==> src/rtl/oled_i2c_responder_pkg.sv <==
// Shared definitions for the SSD1306-style I2C responder: FSM encoding and control-byte layout.
package oled_i2c_pkg;

    typedef enum logic [3:0] {
        ST_IDLE,
        ST_ADDR,
        ST_ADDR_ACK,
        ST_CTRL,
        ST_CTRL_ACK,
        ST_RX,
        ST_RX_ACK,
        ST_TX,
        ST_TX_ACK,
        ST_WAIT_STOP
    } state_t;

    localparam int CTRL_CO_BIT = 7;
    localparam int CTRL_DC_BIT = 6;

    localparam logic [7:0] CTRL_CMD_STREAM  = 8'h00;
    localparam logic [7:0] CTRL_DATA_STREAM = 8'h40;
    localparam logic [7:0] CTRL_CMD_SINGLE  = 8'h80;
    localparam logic [7:0] CTRL_DATA_SINGLE = 8'hC0;

endpackage

==> src/rtl/oled_i2c_responder_if.sv <==
// Received-byte stream from the responder to the frame-buffer/command sink.
// byte_ready is only looked at in the byte_valid cycle; there is no retry, a refusal becomes a NACK.
interface oled_i2c_responder_if;
    logic [7:0] byte_out;
    logic       byte_is_data;
    logic       byte_valid;
    logic       byte_ready;

    modport master (output byte_out, output byte_is_data, output byte_valid, input byte_ready);
    modport slave  (input byte_out, input byte_is_data, input byte_valid, output byte_ready);
endinterface

==> src/rtl/oled_i2c_responder_line_sync.sv <==
// Two-flop synchronizer for SCL/SDA with SCL edge and START/STOP detection (3 cycles pad-to-event).
// A sample in which both lines move counts as a data change, so START/STOP need SCL high twice.
module i2c_line_sync (
    input  logic clk,
    input  logic rst,
    input  logic scl_i,
    input  logic sda_i,
    output logic sda,
    output logic scl_rise,
    output logic scl_fall,
    output logic start_det,
    output logic stop_det
);
    logic [1:0] scl_ff;
    logic [1:0] sda_ff;
    logic       scl_prev;
    logic       sda_prev;
    logic       scl;

    // Idle-high reset values keep the first samples after reset from looking like edges.
    always_ff @(posedge clk or posedge rst) begin
        if (rst) begin
            scl_ff   <= 2'b11;
            sda_ff   <= 2'b11;
            scl_prev <= 1'b1;
            sda_prev <= 1'b1;
        end else begin
            scl_ff   <= {scl_ff[0], scl_i};
            sda_ff   <= {sda_ff[0], sda_i};
            scl_prev <= scl_ff[1];
            sda_prev <= sda_ff[1];
        end
    end

    assign scl       = scl_ff[1];
    assign sda       = sda_ff[1];
    assign scl_rise  = scl & ~scl_prev;
    assign scl_fall  = ~scl & scl_prev;
    assign start_det = scl & scl_prev & sda_prev & ~sda;
    assign stop_det  = scl & scl_prev & ~sda_prev & sda;
endmodule

==> src/rtl/oled_i2c_responder.sv <==
// SSD1306-style I2C target: address match, control-byte decode, payload bytes out; byte_valid 1 cycle after 8th SCL rise.
// Sink refusal NACKs the byte and ignores the rest of the frame; OLED_RD_STATUS_EN adds status-byte reads.
module oled_i2c_responder
    import oled_i2c_pkg::*;
#(
    parameter logic [6:0] ADDR_BASE  = 7'h3C
`ifdef OLED_RD_STATUS_EN
    ,
    parameter logic [7:0] STATUS_VAL = 8'h43
`endif
) (
    input  logic clk,
    input  logic rst,
    input  logic scl_i,
    input  logic sda_i,
    input  logic addr_sel,
    output logic sda_oe,
    output logic frame_start,
    output logic frame_end,
    output logic overrun,
    output logic busy,
    oled_i2c_responder_if.master bus
);
`ifdef OLED_RD_STATUS_EN
    localparam bit RD_EN = 1'b1;
`else
    localparam bit RD_EN = 1'b0;
`endif

    logic sda, scl_rise, scl_fall, start_det, stop_det;

    i2c_line_sync u_sync (
        .clk       (clk),
        .rst       (rst),
        .scl_i     (scl_i),
        .sda_i     (sda_i),
        .sda       (sda),
        .scl_rise  (scl_rise),
        .scl_fall  (scl_fall),
        .start_det (start_det),
        .stop_det  (stop_det)
    );

    state_t     state, state_d;
    logic [2:0] bit_cnt, bit_cnt_d;
    logic [7:0] shreg, shreg_d;
    logic       byte_done, byte_done_d;
    logic       ack_go, ack_go_d;
    logic       co, co_d, dc, dc_d;
    logic       sda_oe_d, busy_d, frame_start_d, frame_end_d, overrun_d;
    logic       byte_valid;
    logic [6:0] match_addr;
`ifdef OLED_RD_STATUS_EN
    logic [7:0] tx_sh, tx_sh_d;
`endif

    assign match_addr = ADDR_BASE | {6'b0, addr_sel};

    always_ff @(posedge clk or posedge rst) begin
        if (rst) begin
            state       <= ST_IDLE;
            bit_cnt     <= 3'd0;
            shreg       <= 8'd0;
            byte_done   <= 1'b0;
            ack_go      <= 1'b0;
            co          <= 1'b0;
            dc          <= 1'b0;
            sda_oe      <= 1'b0;
            busy        <= 1'b0;
            frame_start <= 1'b0;
            frame_end   <= 1'b0;
            overrun     <= 1'b0;
`ifdef OLED_RD_STATUS_EN
            tx_sh       <= 8'd0;
`endif
        end else begin
            state       <= state_d;
            bit_cnt     <= bit_cnt_d;
            shreg       <= shreg_d;
            byte_done   <= byte_done_d;
            ack_go      <= ack_go_d;
            co          <= co_d;
            dc          <= dc_d;
            sda_oe      <= sda_oe_d;
            busy        <= busy_d;
            frame_start <= frame_start_d;
            frame_end   <= frame_end_d;
            overrun     <= overrun_d;
`ifdef OLED_RD_STATUS_EN
            tx_sh       <= tx_sh_d;
`endif
        end
    end

    always_comb begin
        state_d       = state;
        bit_cnt_d     = bit_cnt;
        shreg_d       = shreg;
        byte_done_d   = 1'b0;
        ack_go_d      = ack_go;
        co_d          = co;
        dc_d          = dc;
        sda_oe_d      = sda_oe;
        busy_d        = busy;
        frame_start_d = 1'b0;
        frame_end_d   = 1'b0;
        overrun_d     = 1'b0;
        byte_valid    = 1'b0;
`ifdef OLED_RD_STATUS_EN
        tx_sh_d       = tx_sh;
`endif
        if (start_det) begin
            state_d   = ST_ADDR;
            bit_cnt_d = 3'd0;
            sda_oe_d  = 1'b0;
            ack_go_d  = 1'b0;
            busy_d    = 1'b0;
        end else if (stop_det) begin
            state_d     = ST_IDLE;
            bit_cnt_d   = 3'd0;
            sda_oe_d    = 1'b0;
            ack_go_d    = 1'b0;
            busy_d      = 1'b0;
            frame_end_d = busy;
        end else begin
            case (state)
                ST_ADDR, ST_CTRL, ST_RX: begin
                    if (scl_rise) begin
                        shreg_d     = {shreg[6:0], sda};
                        bit_cnt_d   = bit_cnt + 3'd1;
                        byte_done_d = (bit_cnt == 3'd7);
                    end
                    if (byte_done) begin
                        if (state == ST_ADDR) begin
                            if (shreg[7:1] == match_addr && (!shreg[0] || RD_EN))
                                ack_go_d = 1'b1;
                            else
                                state_d = ST_WAIT_STOP;
                        end else if (state == ST_CTRL) begin
                            co_d     = shreg[CTRL_CO_BIT];
                            dc_d     = shreg[CTRL_DC_BIT];
                            ack_go_d = 1'b1;
                        end else begin
                            byte_valid = 1'b1;
                            if (bus.byte_ready) begin
                                ack_go_d = 1'b1;
                            end else begin
                                overrun_d = 1'b1;
                                state_d   = ST_WAIT_STOP;
                            end
                        end
                    end
                    // ACK is driven only once SCL has gone low after the 8th bit.
                    if (scl_fall && ack_go) begin
                        ack_go_d = 1'b0;
                        sda_oe_d = 1'b1;
                        if (state == ST_ADDR) begin
                            state_d       = ST_ADDR_ACK;
                            frame_start_d = ~shreg[0];
                            busy_d        = 1'b1;
                        end else if (state == ST_CTRL) begin
                            state_d = ST_CTRL_ACK;
                        end else begin
                            state_d = ST_RX_ACK;
                        end
                    end
                end
                ST_ADDR_ACK: begin
                    if (scl_fall) begin
                        bit_cnt_d = 3'd0;
                        sda_oe_d  = 1'b0;
                        state_d   = ST_CTRL;
`ifdef OLED_RD_STATUS_EN
                        if (shreg[0]) begin
                            state_d  = ST_TX;
                            sda_oe_d = ~STATUS_VAL[7];
                            tx_sh_d  = {STATUS_VAL[6:0], 1'b0};
                        end
`endif
                    end
                end
                ST_CTRL_ACK, ST_RX_ACK: begin
                    if (scl_fall) begin
                        bit_cnt_d = 3'd0;
                        sda_oe_d  = 1'b0;
                        state_d   = (state == ST_RX_ACK && !co) ? ST_RX : (state == ST_RX_ACK ? ST_CTRL : ST_RX);
                    end
                end
`ifdef OLED_RD_STATUS_EN
                ST_TX: begin
                    if (scl_rise) bit_cnt_d = bit_cnt + 3'd1;
                    // A fall with the count wrapped back to 0 follows the 8th bit.
                    if (scl_fall) begin
                        if (bit_cnt == 3'd0) begin
                            sda_oe_d = 1'b0;
                            state_d  = ST_TX_ACK;
                        end else begin
                            sda_oe_d = ~tx_sh[7];
                            tx_sh_d  = {tx_sh[6:0], 1'b0};
                        end
                    end
                end
                ST_TX_ACK: begin
                    if (scl_rise) shreg_d = {shreg[6:0], sda};
                    if (scl_fall) begin
                        if (!shreg[0]) begin
                            state_d   = ST_TX;
                            bit_cnt_d = 3'd0;
                            sda_oe_d  = ~STATUS_VAL[7];
                            tx_sh_d   = {STATUS_VAL[6:0], 1'b0};
                        end else begin
                            state_d = ST_WAIT_STOP;
                        end
                    end
                end
`endif
                default: ;
            endcase
        end
    end

    assign bus.byte_out     = shreg;
    assign bus.byte_is_data = dc;
    assign bus.byte_valid   = byte_valid;
endmodule

==> src/flat_wrapper.sv <==
// flat-port wrapper written by rule: the top's interface ports become plain ports
module oled_i2c_responder_flat import oled_i2c_pkg::*;
#(
    parameter logic [6:0] ADDR_BASE  = 7'h3C

)
  (clk, rst, scl_i, sda_i, addr_sel, sda_oe, frame_start, frame_end, overrun, busy, bus_byte_out, bus_byte_is_data, bus_byte_valid, bus_byte_ready);
  oled_i2c_responder_if bus_i ();
  input  logic clk;
  input  logic rst;
  input  logic scl_i;
  input  logic sda_i;
  input  logic addr_sel;
  output logic sda_oe;
  output logic frame_start;
  output logic frame_end;
  output logic overrun;
  output logic busy;
  output wire logic [$bits(bus_i.byte_out)-1:0] bus_byte_out;
  output wire logic [$bits(bus_i.byte_is_data)-1:0] bus_byte_is_data;
  output wire logic [$bits(bus_i.byte_valid)-1:0] bus_byte_valid;
  input wire logic [$bits(bus_i.byte_ready)-1:0] bus_byte_ready;
  assign bus_byte_out = bus_i.byte_out;
  assign bus_byte_is_data = bus_i.byte_is_data;
  assign bus_byte_valid = bus_i.byte_valid;
  assign bus_i.byte_ready = bus_byte_ready;
  oled_i2c_responder #(.ADDR_BASE(ADDR_BASE)) u_core (.clk(clk), .rst(rst), .scl_i(scl_i), .sda_i(sda_i), .addr_sel(addr_sel), .sda_oe(sda_oe), .frame_start(frame_start), .frame_end(frame_end), .overrun(overrun), .busy(busy), .bus(bus_i));
endmodule
==> config.mk <==
export PLATFORM = sky130hd
export DESIGN_NAME = oled_i2c_responder_flat
export DESIGN_NICKNAME = d
export VERILOG_FILES = /design/src/rtl/oled_i2c_responder_pkg.sv /design/src/rtl/oled_i2c_responder_if.sv /design/src/rtl/oled_i2c_responder_line_sync.sv /design/src/rtl/oled_i2c_responder.sv /design/src/flat_wrapper.sv
export SDC_FILE = /design/constraint.sdc
export NUM_CORES = 1
export LEC_CHECK = 0
export BUFFER_PORTS_ARGS = -buffer_cell sky130_fd_sc_hd__buf_2
export CORE_MARGIN = 10
export CORE_UTILIZATION = 32
export CTS_CLUSTER_SIZE = 16
export DETAILED_ROUTE_END_ITERATION = 16
export GPL_ROUTABILITY_DRIVEN = 0
export PLACE_DENSITY_LB_ADDON = 0.05
export SLEW_MARGIN = 30
export SYNTH_ARGS = -nofsm -noshare
export SYNTH_HDL_FRONTEND = slang
export SYNTH_SLANG_ARGS = --single-unit
==> constraint.sdc <==
create_clock -name clk -period 6 [get_ports clk]
set_clock_uncertainty 0.1 [all_clocks]
set_input_delay 0.3 -clock clk [delete_from_list [all_inputs] [get_ports clk]]
set_output_delay 0.3 -clock clk [all_outputs]
set_load 0.03 [all_outputs]
==> run_results.csv, run 1 <==
group,metric,value,unit
synth,synthAdderAreaFrac,1.81,%
clock_network,h-tree-depth,2,
floorplan,core-area,0.00409,mm2
floorplan,fp.dieH,85.6,um
critical_path,path_cells,"nand2_1 > nor2_1 > nor3_1 > buf_2",
routing,drc,0,
synth,synth_mux_area_share,5.63,%
power_and_ir_drop,power.share.clock,30.2,%
placed_design,dp_hpwl,2.39,mm
finish,final_cells,209,
routing,dr_total_vias,1048,
synth,synth_cell_types,37,
power_and_ir_drop,p_leak,0.000785,uW
sta,min_period_over_period,37.6,%
power_and_ir_drop,finalPower,558,uW
finish,layout_common_cells,"nand2_1 (31), dfrtp_1 (24), buf_2 (20)",
power_and_ir_drop,p_int,371,uW
clock_network,insertion_delay,280,ps
synth,yosys_warnings,0,
synth,yosys.area.top_type_share,43.6,%
sta,hold_viol,0,
clock_network,cts_buffers,5,
floorplan,die_w,85.6,um
sta,hold_slack,17.1,ps
clock_network,cts-root-buf,"clkbuf_8",
synth,ys.flop_type,"dfrtp_1",
min_path,hold_class,"in -> reg",
sta,worstMarginPinSlew,729,ps
global_route,grtUsageTotal,10.1,%
global_route,grt_pass1_vias,1121,
sta,rsz0062_at_grt,"no",
synth,netlist_area,0.00138,mm2
finish,drive_above_1_share,26.4,%
synth,synth-async-reset-ratio,100,%
critical_path,worstPathMaxFanout,9,
routing,dr_wl_met2,1.44,mm
global_route,antenna_found_initial,0,
floorplan,start_util,33.7,%
sta,max_freq,443,MHz
power_and_ir_drop,sw_frac_of_total,33.4,%
routing,wl_met3,185,um
run_status,status,"complete, no violations",
floorplan,dieArea,0.00733,mm2
synth,yosys.area_share.xor_xnor,1.27,%
synth,synth_seq_cells,30,
routing,drtIter0Drc,70,
sta,fin_crit,2260,ps
sta,setup_violations,0,
synth,synth_edf_count,0,
routing,avgViaCountPerCell,5.01,
finish,final_nets,166,
finish,layout_commonest_cell,"nand2_1",
routing,antenna_left,0,
placed_design,io_buffers,20,
synth,synth_top_family_by_area,"simple AND/OR/NAND/NOR gates",
routing,top_layer,"met4",
sta,slew_viol_final,0,
global_route,grt_max_degree,17,
power_and_ir_drop,combPwrFrac,24.1,%
synth,synth_area_leader_cell,"dfrtp_1",
synth,syn_inst,131,
critical_path,end_kind,"output port",
run,drv_cap,0,
power_and_ir_drop,ir_drop,0.189,mV
routing,drt_pass1_iterations,5,
sta,max_slew_margin,51.2,%
critical_path,critPathRequiredTime,5600,ps
synth,ys_top_cells_by_area,"dfrtp_1 (44%), dfstp_2 (11%), nand2_1 (8.4%), mux2_1 (3.3%), o21ai_0 (2.2%)",
critical_path,crit_path_max_incr_delay,600,ps
sta,finalSetupTns,0,ps
global_route,grt_pass1_wl,5.93,mm
critical_path,worstSetupPathType,"reg -> out",
synth,synth-compound-area-share,7.80,%
power_and_ir_drop,p_seq_share,45.7,%
routing,wl_per_cell,15.6,um
routing,routed_wl,3.27,mm
synth,synth-simple-area-share,26.3,%
clock_network,cts_tree,"yes",
power_and_ir_drop,power_density,337,mW/mm2
synth,avgSynthCellArea,10.5,um2
routing,met1_length,1.60,mm
finish,syn2layout_area_growth,20.0,%
synth,syn_nets,139,
critical_path,cp_slowest_cell,"dfstp_2",
finish,num_antenna_cells,0,
power_and_ir_drop,switchingPower,186,uW
floorplan,ioPinCount,21,
critical_path,crit_arrival,1860,ps
placed_design,placed_cells,199,
floorplan,num_rows,23,
synth,ys_seq_area_share,55.0,%
clock_network,clk_pin_slew,60,ps
clock_network,clock_path_buffers,2,
global_route,grt_overflow_total,0,
critical_path,startpoint_type,"register",
clock_network,cts_sinks,30,
registers in the layout (all words and copies together) (netlist names), 2 cells and up:
signal	cells
u_core.bit_cnt	3
u_core.bus.byte_out	8
u_core.state	4
u_core.u_sync.scl_ff	2
u_core.u_sync.sda_ff	2
final cells by class:
type	instances	area, um2
fillers	414	2430
flip-flops and latches	30	758
multi-input cells	93	596
repair buffers	23	128
clock buffers	7	86.3
well taps	50	62.6
inverters	5	18.8
clock inverters	1	5.00
cell families (layout without fill, tap and decap cells):
family	Yosys count	after routing
compound gates	16	16
xor+xnor	2	2
fa+ha+maj	2	2
buf+inv	8	36
flops	30	30
mux	7	7
simple gates	66	66
timing repair:
action,in CTS,in global routing
endpoints found under the hold margin,9,1
hold buffers,1,1
buffers inserted,0,0
resized for setup,0,0
metrics by stage:
step           util [%]  instance area, um2  worst slack [ps]
2_1_floorplan         -                1380              4020
3_3_place_gp       37.6                1540              3690
3_5_place_dp       37.8                1540              3750
4_1_cts            40.2                1640              3690
5_1_grt            40.5                1650              3560
6_report           40.5                1650              3740
routing by layer:
layer  global-route usage [%]  up-vias
li1                         -      507
met2                     14.7       28
met1                     13.0      508
met4                     3.29        0
met3                     4.07        5
met5                        0        -
critical path, delay by kind of cell (launching register included):
kind	cells	cell delay, ps
and+or+nand+nor	3	770
buffers and inverters	1	210
DFF	1	600
Yosys cell counts (2+ instances only):
library cell / number
nand4_1: 2
nand2_1: 31
nor3b_1: 2
ha_1: 2
inv_1: 5
nor4_1: 2
clkbuf_1: 3
nand3b_1: 2
and3_1: 2
dfrtp_1: 24
mux2_2: 2
and2_1: 3
o2111ai_1: 2
nor3_1: 4
o21ai_0: 6
dfstp_2: 6
mux2_1: 4
a21oi_1: 4
nand3_1: 3
nor2_1: 5
final timing paths:
check | cells after the start | from | endpoint | slack, ps
setup reg to reg | 5 | u_core.u_sync.scl_ff[1] | u_core.state[2] | 3770
setup / recovery | 4 | u_core.u_sync.scl_ff[1] | bus_byte_valid | 3740
hold reg to reg | 0 | u_core.u_sync.scl_ff[0] | u_core.u_sync.scl_ff[1] | 260
max in group asynchronous | 4 | rst | u_core.u_sync.sda_ff[0] | 4610
hold / removal | 1 | scl_i | u_core.u_sync.scl_ff[0] | 20
min in group asynchronous | 3 | rst | u_core.sda_oe | 510
power groups by stage:
stage | Combinational (uW) | Sequential (uW) | Clock, uW
after floorplan | 75.9 | 277 | 0
after CTS | 135 | 254 | 174
after global routing | 150 | 261 | 188
final | 134 | 255 | 168
after detailed placement | 135 | 258 | 0
after global placement | 132 | 257 | 0
(Power assumes the default switching activity.)
==> run 2, diff against run 1 <==
==> constraint.sdc (replaced) <==
create_clock -name clk -period 1.91 [get_ports clk]
set_clock_uncertainty 0.1 [all_clocks]
set_input_delay 0.0955 -clock clk [delete_from_list [all_inputs] [get_ports clk]]
set_output_delay 0.0955 -clock clk [all_outputs]
set_load 0.03 [all_outputs]
==> run_results.csv, run 2 (synthesis results as in run 1) <==
group,metric,value,unit
run_status,status,"finished with violations",
run_status,failed_checks,"negative setup slack",
global_route,grt_max_degree,20,
power_and_ir_drop,power.share.clock,27.0,%
placed_design,io_buffers,20,
floorplan,fp.dieH,85.6,um
routing,dr_total_vias,1183,
global_route,grt_pass1_vias,1248,
finish,syn2layout_area_growth,46.9,%
sta,slew_viol_final,0,
finish,layout_commonest_cell,"buf_4",
global_route,grt.met1_usage,12.4,%
critical_path,reg2reg_setup_slack,-80,ps
power_and_ir_drop,power_density,963,mW/mm2
routing,drc,0,
min_path,hold_class,"in -> async",
sta,worst_slack,-80.5,ps
critical_path,startpoint_type,"register",
sta,worstMarginPinSlew,433,ps
global_route,grt_busiest_layer,"met2",
placed_design,dp_hpwl,2.68,mm
routing,routed_wl,3.61,mm
sta,max_slew_margin,71.1,%
run,drv_cap,0,
critical_path,worstPathMaxFanout,4,
routing,drt_pass1_iterations,5,
critical_path,end_kind,"register",
critical_path,worstSetupPathType,"reg -> reg",
floorplan,ioPinCount,21,
critical_path,critPathRequiredTime,1970,ps
clock_network,insertion_delay,290,ps
floorplan,start_util,33.7,%
power_and_ir_drop,p_int,1310,uW
clock_network,cts_sinks,30,
global_route,grtUsageMet2,16.3,%
sta,finalSetupTns,-292,ps
routing,antenna_left,0,
sta,hold_slack,239,ps
power_and_ir_drop,sw_frac_of_total,32.7,%
clock_network,cts_tree,"yes",
global_route,grt_overflow_total,0,
finish,final_nets,204,
floorplan,die_w,85.6,um
finish,post-route-util,49.6,%
sta,min_period_over_period,104,%
power_and_ir_drop,switchingPower,639,uW
finish,layout_common_cells,"buf_4 (37), nand2_1 (30), dfrtp_1 (21)",
critical_path,crit_arrival,2050,ps
power_and_ir_drop,p_seq_share,40.2,%
sta,rsz0062_at_grt,"yes",
clock_network,cts-root-buf,"clkbuf_8",
clock_network,cts_buffers,5,
clock_network,clock_path_buffers,2,
sta,hold_viol,0,
floorplan,num_rows,23,
floorplan,core-area,0.00409,mm2
global_route,antenna_found_initial,0,
global_route,grtUsageTotal,10.7,%
finish,num_antenna_cells,0,
clock_network,h-tree-depth,2,
floorplan,dieArea,0.00733,mm2
routing,drtIter0Drc,20,
routing,avgViaCountPerCell,4.79,
placed_design,post-place-ws,-84.2,ps
finish,drive_above_1_share,50.3,%
clock_network,clk_pin_slew,70,ps
sta,setup_violations,4,
power_and_ir_drop,combPwrFrac,32.8,%
global_route,grtUsageMet3,4.45,%
power_and_ir_drop,p_leak,0.000996,uW
sta,fin_crit,1990,ps
power_and_ir_drop,finalPower,1950,uW
global_route,grt_pass1_wl,6.15,mm
sta,max_freq,502,MHz
finish,largest_register_ffs,8,
power_and_ir_drop,ir_drop,0.503,mV
routing,wl_per_cell,14.6,um
run 2: layout make-up:
type,count,area [um2]
clock buffer,7,86.3
clock inverter,1,5.00
fill,409,2060
inverter,5,18.8
multi-input combinational,93,667
sequential,30,762
tap,50,62.6
timing repair buffer,61,424
run 2: repair_timing:
item	4_1_cts	5_1_grt
setup endpoints to repair	5	18
pin swaps	3	2
cloned	0	0
resized for setup	11	11
setup buffers	6	3
endpoints found under the hold margin	8	0
hold buffers	4	0
run 2: per-layer routing:
layer	vias to the layer above	share of wire, %	wire [um]
li1	586	-	-
met1	561	46	1650
met2	28	46	1660
met3	8	6.1	219
met4	0	2.1	76
met5	-	0	0
run 2: worst paths after layout:
check | from | to | cells past startpoint
setup / recovery | u_core.state[3] | u_core.state[0] | 5
hold / removal | rst | u_core.frame_end | 3
setup reg to reg | u_core.state[3] | u_core.state[0] | 5
hold reg to reg | u_core.u_sync.scl_ff[0] | u_core.u_sync.scl_ff[1] | 0
max in group asynchronous | rst | u_core.state[0] | 4
min in group clk | u_core.u_sync.scl_ff[0] | u_core.u_sync.scl_ff[1] | 0
run 2: through the flow:
stage	cell area (um2)	cells
finish	2030	247
floorplan	1390	131
global route	2030	247
CTS	1960	244
global placement	1750	226
detailed placement	1750	226
run 2: power groups by stage:
stage          Clock (uW)  Combinational (uW)  Sequential (uW)
4_1_cts               550                 624              781
5_1_grt               585                 702              796
3_5_place_dp            0                 529              796
2_1_floorplan           0                 240              873
3_3_place_gp            0                 525              792
6_report              527                 640              784
run 2: worst max-delay path, cell delays in order, from the launching register on:
cell	delay, ps
dfrtp_1	380
or4b_4	560
nand2_2	80
nor3_2	50
a211oi_4	370
mux2_4	330
